===== src/rtl/mp1000_pkg.sv =====
// Shared types and default sizing for the MP1000 BRAM arbiter and download buffer.
package mp1000_pkg;
  localparam int         MP1000_ADDR_W      = 14;
  localparam logic [7:0] MP1000_CART_INDEX  = 8'd1;
  localparam int         MP1000_CPU_REL_DLY = 16;

  typedef enum logic [1:0] {IDLE, DL_WR, RD_WAIT} arb_state_t;
  typedef enum logic       {OWN_VID, OWN_CPU}     owner_t;
endpackage


===== src/rtl/mp1000_dl_buffer.sv =====
// One-entry capture register for HPS cartridge download bytes, with sticky overflow.
// MP1000_DL_CHECKSUM_EN adds a running 16-bit byte sum (dl_sum) per matching download.
module mp1000_dl_buffer
  import mp1000_pkg::*;
#(
  parameter int         ADDR_W     = MP1000_ADDR_W,
  parameter logic [7:0] CART_INDEX = MP1000_CART_INDEX
) (
  input  logic              clk_sys,
  input  logic              reset,
  input  logic              ioctl_download,
  input  logic [7:0]        ioctl_index,
  input  logic              ioctl_wr,
  input  logic [24:0]       ioctl_addr,
  input  logic [7:0]        ioctl_dout,
  input  logic              take,
  output logic              full,
  output logic [ADDR_W-1:0] buf_addr,
  output logic [7:0]        buf_data,
  output logic              dl_match,
  output logic              dl_overflow
`ifdef MP1000_DL_CHECKSUM_EN
  ,
  output logic [15:0]       dl_sum
`endif
);

  logic strobe;
  logic accept;
  logic unused_addr_hi;

  assign dl_match       = ioctl_download && (ioctl_index == CART_INDEX);
  assign strobe         = ioctl_wr && dl_match;
  // The arbiter consumes the entry on the same edge, so a strobe then still fits.
  assign accept         = strobe && (!full || take);
  assign unused_addr_hi = ^ioctl_addr[24:ADDR_W];

  always_ff @(posedge clk_sys) begin
    if (reset) begin
      full        <= 1'b0;
      buf_addr    <= '0;
      buf_data    <= '0;
      dl_overflow <= 1'b0;
    end else begin
      if (accept) begin
        full     <= 1'b1;
        buf_addr <= ioctl_addr[ADDR_W-1:0];
        buf_data <= ioctl_dout;
      end else if (take) begin
        full <= 1'b0;
      end
      if (strobe && !accept) dl_overflow <= 1'b1;
    end
  end

`ifdef MP1000_DL_CHECKSUM_EN
  logic dl_match_q;

  always_ff @(posedge clk_sys) begin
    if (reset) begin
      dl_match_q <= 1'b0;
      dl_sum     <= '0;
    end else begin
      dl_match_q <= dl_match;
      if (dl_match && !dl_match_q)
        dl_sum <= accept ? {8'h00, ioctl_dout} : 16'h0000;
      else if (accept)
        dl_sum <= dl_sum + {8'h00, ioctl_dout};
    end
  end
`endif

endmodule


===== src/rtl/mp1000_mem_arbiter.sv =====
// Fixed-priority BRAM arbiter (download > video > CPU) with CPU halt during cart load.
// MP1000_DL_CHECKSUM_EN exposes dl_sum from the download buffer.
module mp1000_mem_arbiter
  import mp1000_pkg::*;
#(
  parameter int         ADDR_W      = MP1000_ADDR_W,
  parameter logic [7:0] CART_INDEX  = MP1000_CART_INDEX,
  parameter int         CPU_REL_DLY = MP1000_CPU_REL_DLY
) (
  input  logic              clk_sys,
  input  logic              reset,
  input  logic              ioctl_download,
  input  logic [7:0]        ioctl_index,
  input  logic              ioctl_wr,
  input  logic [24:0]       ioctl_addr,
  input  logic [7:0]        ioctl_dout,
  input  logic              vid_req,
  output logic              vid_ack,
  input  logic [ADDR_W-1:0] vid_addr,
  input  logic              cpu_req,
  output logic              cpu_ack,
  input  logic              cpu_we,
  input  logic [ADDR_W-1:0] cpu_addr,
  input  logic [7:0]        cpu_din,
  output logic [7:0]        rd_data,
  output logic              cpu_halt,
  output logic [ADDR_W-1:0] mem_addr,
  output logic [7:0]        mem_din,
  output logic              mem_we,
  input  logic [7:0]        mem_dout,
  output logic              dl_overflow
`ifdef MP1000_DL_CHECKSUM_EN
  ,
  output logic [15:0]       dl_sum
`endif
);

  localparam int               CNT_W    = $clog2(CPU_REL_DLY + 1);
  localparam logic [CNT_W-1:0] REL_LOAD = CNT_W'(CPU_REL_DLY);

  arb_state_t        state;
  owner_t            owner;
  logic [CNT_W-1:0]  rel_cnt;
  logic              buf_full;
  logic [ADDR_W-1:0] buf_addr;
  logic [7:0]        buf_data;
  logic              dl_match;
  logic              buf_take;

  assign buf_take = (state == IDLE) && buf_full;

  mp1000_dl_buffer #(
    .ADDR_W     (ADDR_W),
    .CART_INDEX (CART_INDEX)
  ) u_dl_buffer (
    .clk_sys        (clk_sys),
    .reset          (reset),
    .ioctl_download (ioctl_download),
    .ioctl_index    (ioctl_index),
    .ioctl_wr       (ioctl_wr),
    .ioctl_addr     (ioctl_addr),
    .ioctl_dout     (ioctl_dout),
    .take           (buf_take),
    .full           (buf_full),
    .buf_addr       (buf_addr),
    .buf_data       (buf_data),
    .dl_match       (dl_match),
    .dl_overflow    (dl_overflow)
`ifdef MP1000_DL_CHECKSUM_EN
    ,
    .dl_sum         (dl_sum)
`endif
  );

  always_ff @(posedge clk_sys) begin
    if (reset) begin
      state    <= IDLE;
      owner    <= OWN_VID;
      vid_ack  <= 1'b0;
      cpu_ack  <= 1'b0;
      mem_we   <= 1'b0;
      mem_addr <= '0;
      mem_din  <= '0;
      rd_data  <= '0;
    end else begin
      vid_ack <= 1'b0;
      cpu_ack <= 1'b0;
      mem_we  <= 1'b0;
      case (state)
        IDLE: begin
          if (buf_full) begin
            mem_addr <= buf_addr;
            mem_din  <= buf_data;
            mem_we   <= 1'b1;
            state    <= DL_WR;
          end else if (vid_req) begin
            mem_addr <= vid_addr;
            owner    <= OWN_VID;
            state    <= RD_WAIT;
          end else if (cpu_req && !cpu_halt) begin
            mem_addr <= cpu_addr;
            if (cpu_we) begin
              mem_din <= cpu_din;
              mem_we  <= 1'b1;
              cpu_ack <= 1'b1;
            end else begin
              owner <= OWN_CPU;
              state <= RD_WAIT;
            end
          end
        end
        DL_WR: state <= IDLE;
        RD_WAIT: begin
          rd_data <= mem_dout;
          if (owner == OWN_VID) vid_ack <= 1'b1;
          else                  cpu_ack <= 1'b1;
          state <= IDLE;
        end
        default: state <= IDLE;
      endcase
    end
  end

  // Halt follows a matching download, then holds CPU_REL_DLY cycles after it falls.
  always_ff @(posedge clk_sys) begin
    if (reset) begin
      rel_cnt  <= REL_LOAD;
      cpu_halt <= 1'b1;
    end else if (dl_match) begin
      rel_cnt  <= REL_LOAD;
      cpu_halt <= 1'b1;
    end else if (rel_cnt != '0) begin
      rel_cnt  <= rel_cnt - 1'b1;
      cpu_halt <= (rel_cnt != CNT_W'(1));
    end else begin
      cpu_halt <= 1'b0;
    end
  end

endmodule


===== config.mk =====
export PLATFORM = sky130hd
export DESIGN_NAME = mp1000_mem_arbiter
export DESIGN_NICKNAME = d
export VERILOG_FILES = /design/src/rtl/mp1000_pkg.sv /design/src/rtl/mp1000_dl_buffer.sv /design/src/rtl/mp1000_mem_arbiter.sv
export SDC_FILE = /design/constraint.sdc
export NUM_CORES = 1
export LEC_CHECK = 0
export ABC_AREA = 1
export CORE_ASPECT_RATIO = 1.1
export CORE_MARGIN = 2
export CORE_UTILIZATION = 39
export CTS_CLUSTER_SIZE = 12
export DETAILED_ROUTE_END_ITERATION = 6
export HOLD_SLACK_MARGIN = 0.15
export PLACE_DENSITY = 0.79
export SLEW_MARGIN = 20
export SYNTH_ARGS = -nofsm -noshare
export SYNTH_HDL_FRONTEND = slang
export SYNTH_HIERARCHICAL = 1
export SYNTH_SLANG_ARGS = --single-unit

===== constraint.sdc =====
create_clock -name clk_sys -period 1.6 [get_ports clk_sys]
set_input_delay 0.16 -clock clk_sys [delete_from_list [all_inputs] [get_ports clk_sys]]
set_output_delay 0.16 -clock clk_sys [all_outputs]
set_load 0.02 [all_outputs]

==> flow_summary.yaml <==
run_status:
  status: "finished, final reports clean"
job:
  cap_viol_max_count: 0
final_layout:
  drive_above_1_share: 0.07591
  num_antenna_cells: 0
  layout_commonest_cell: "nand2_1"
  fin_cells: 714
  finish.instance_area_mm2: 0.004697
  syn2layout_area_growth_pct: 46.53
  final_nets: 695
  layout_common_cells: "141 x nand2_1, 115 x clkdlybuf4s50_1, 105 x nor2_1"
  final_core_util: 0.5904
route:
  postRouteAntennaNets: 0
  first_pass_iters: 5
  routed_wl_um: 8482
  viasPerCell: 4.499
  drt_iter0_drc: 90
  vias: 3212
  wire_per_inst_um: 11.88
  route.detailed.drc: 0
critical_path:
  startpoint: "cpu_halt"
  critical_path.top_delay_family: "buffers and inverters"
  path_buf_inv: 1
  r2r_cells: 9
  cp_max_fo: 2
  r2r_slack_ps: 130
  crit_arrival_ps: 1330
  crit_path_start_kind: "register"
  crit_required_ps: 1440
  r2r-start: "state[1]"
  cp-end-kind: "primary output"
  worstSetupPathType: "reg -> out"
  rr_endpoint: "u_dl_buffer/buf_addr[9]"
  path_cells: "clkdlybuf4s50_1"
  critPathMaxStageDelay_ps: 620
  critPathSlowestCell: "clkdlybuf4s50_1"
sta:
  hold_viol: 0
  relSlewSlack: 0.5466
  worst-slew-pin-transition_ps: 679.3
  setup_tns_ps: 0
  fmax_ghz: 0.6708
  min_period_over_period: 0.9317
  setup_viol: 0
  layout_setup_ws_ps: 109.3
  maxSlewViolCount: 0
  skew_ps: 8.053
  whs_ps: 399.5
  rsz0062_at_grt: "false"
  post-route-min-period_ps: 1491
power_and_ir_drop:
  power_frac_seq: 0.437
  peakVddDrop_v: 0.0005868
  p_leak_nw: 2.197
  p_clk_frac: 0.338
  powerDensity_mw_per_mm2: 897.0
  power_mw: 4.213
  p_switching_mw: 1.216
  internal_power_mw: 2.997
  combPwrFrac: 0.225
  p_sw_frac: 0.2887
cts:
  path_clk_slew_ps: 80
  clock_path_buffers: 2
  cts_tree: "done"
  numCtsBuffers: 9
  root_buffer: "clkbuf_8"
  cts_sinks: 66
  htreeDepth: 3
  clk_latency_ps: 340
synthesis:
  yosysSeqAreaShare: 0.4122
  avgSynthCellArea_um2: 6.623
  synth_nets: 578
  synth_cells: 484
  ys_warn_count: 6
  synth_seq_cells: 66
  ys_types: 34
  syn_area_mm2: 0.003206
floorplanning:
  start_util: 0.4030
  ios: 127
  dieArea_mm2: 0.008961
  fp.coreArea_mm2: 0.007955
  fp.dieW_um: 90.44
  die_y_um: 99.09
  rows: 34
place:
  preCtsSetupSlack_ps: 14.87
  gp_congestion: 0.7991
  placedCellCount: 697
  dp_hpwl_um: 6313
  dpl_cell_area_mm2: 0.004466
  port-buffer-count: 115
grt:
  grt_pass1_vias: 3098
  grt_use_total: 0.1904
  grt_pass1_wl_um: 13770
  grt_overflow: 0
  grt_max_degree: 45
  antenna_found_initial: 0
hold_path:
  hp-class: "in -> reg"
  hold-path-endpoint: "rd_data[3]"
  holdCritStartpoint: "mem_dout[3]"
  holdPathStages: 3
[state kept, by name, indices dropped and copies added (netlist names)]
| name | count |
|---|---|
| u_dl_buffer/full | 1 |
| owner | 1 |
| u_dl_buffer/buf_data | 8 |
| vid_ack | 1 |
| u_dl_buffer/dl_overflow | 1 |
| rel_cnt | 5 |
| state | 2 |
| mem_we | 1 |
| mem_din | 8 |
| cpu_ack | 1 |
| rd_data | 8 |
| u_dl_buffer/buf_addr | 14 |
| cpu_halt | 1 |
| mem_addr | 14 |
[power by group through the flow]
stage	Sequential, mW	Clock, mW	Combinational (mW)
floorplan	1.95	0	0.422
global placement	1.87	0	0.903
detailed placement	1.88	0	0.943
CTS	1.84	1.45	0.948
global route	1.85	1.52	1.05
finish	1.84	1.42	0.949
[synth_stat cells (all sizes together)]
master / instances / area, um^2
xor2: 1 / 8.760
nand2: 144 / 553.0
buf: 16 / 108.8
nor3: 3 / 26.28
o21bai: 1 / 11.26
o2111ai: 1 / 8.760
o22ai: 1 / 6.260
nand3: 24 / 125.1
nor2: 110 / 446.7
dfxtp: 66 / 1321
clkbuf: 3 / 11.26
inv: 56 / 212.7
and2: 9 / 56.30
a21oi: 18 / 90.09
or2: 15 / 93.85
nand4: 3 / 33.78
o21ai: 11 / 66.32
ha: 2 / 25.02
[cells by family (layout without fill, tap and decap cells)]
logic type	count (synthesis)	in the layout	synth area share
simple gates	308	308	0.4165
buf+inv	75	197	0.1038
flops	66	66	0.4122
compound gates	32	32	0.05699
fa+ha+maj	2	2	0.007805
xor+xnor	1	1	0.002733
[worst reg2reg max path, cell delays in order, from the launching register on]
cell and delay (ps):
dfxtp_2 340, nor2_4 110, inv_1 70, nor2_1 120, nor2_2 70, inv_2 80, nand4_4 150, clkbuf_16 220
nor2_1 140, nor2_1 70
[how the worst max path moves through the flow]
| stage | endpoint | depth (start not counted) |
|---|---|---|
| 2_1_floorplan | u_dl_buffer/buf_addr[0] | 10 |
| 3_3_place_gp | u_dl_buffer/buf_addr[8] | 4 |
| 3_5_place_dp | u_dl_buffer/buf_addr[9] | 4 |
| 4_1_cts | mem_addr[11] | 1 |
| 5_1_grt | u_dl_buffer/buf_data[0] | 10 |
| 6_report | cpu_halt | 1 |
[metal layers]
layer  share of wire  GRT usage  vias up
met4           0.018    0.07811        0
met2            0.49     0.3401       84
met5               0          0        -
li1                -          -     1695
met1            0.44     0.2159     1418
met3           0.052    0.05046       15
[timing repair]
action / CTS / global route
hold buffers: 0 / 0
setup endpoints to repair: 0 / 22
resized for setup: 0 / 3
buffers inserted: 0 / 0
[layout make-up]
cell class	instances	area, um^2
Timing Repair Buffer	125	1269
Tap cell	108	135.1
Fill cell	745	3258
Inverter	56	212.7
Clock buffer	10	137.6
Multi-Input combinational cell	343	1554
Clock inverter	6	65.06
Sequential cell	66	1324
Power figures use the tool's default switching activity.
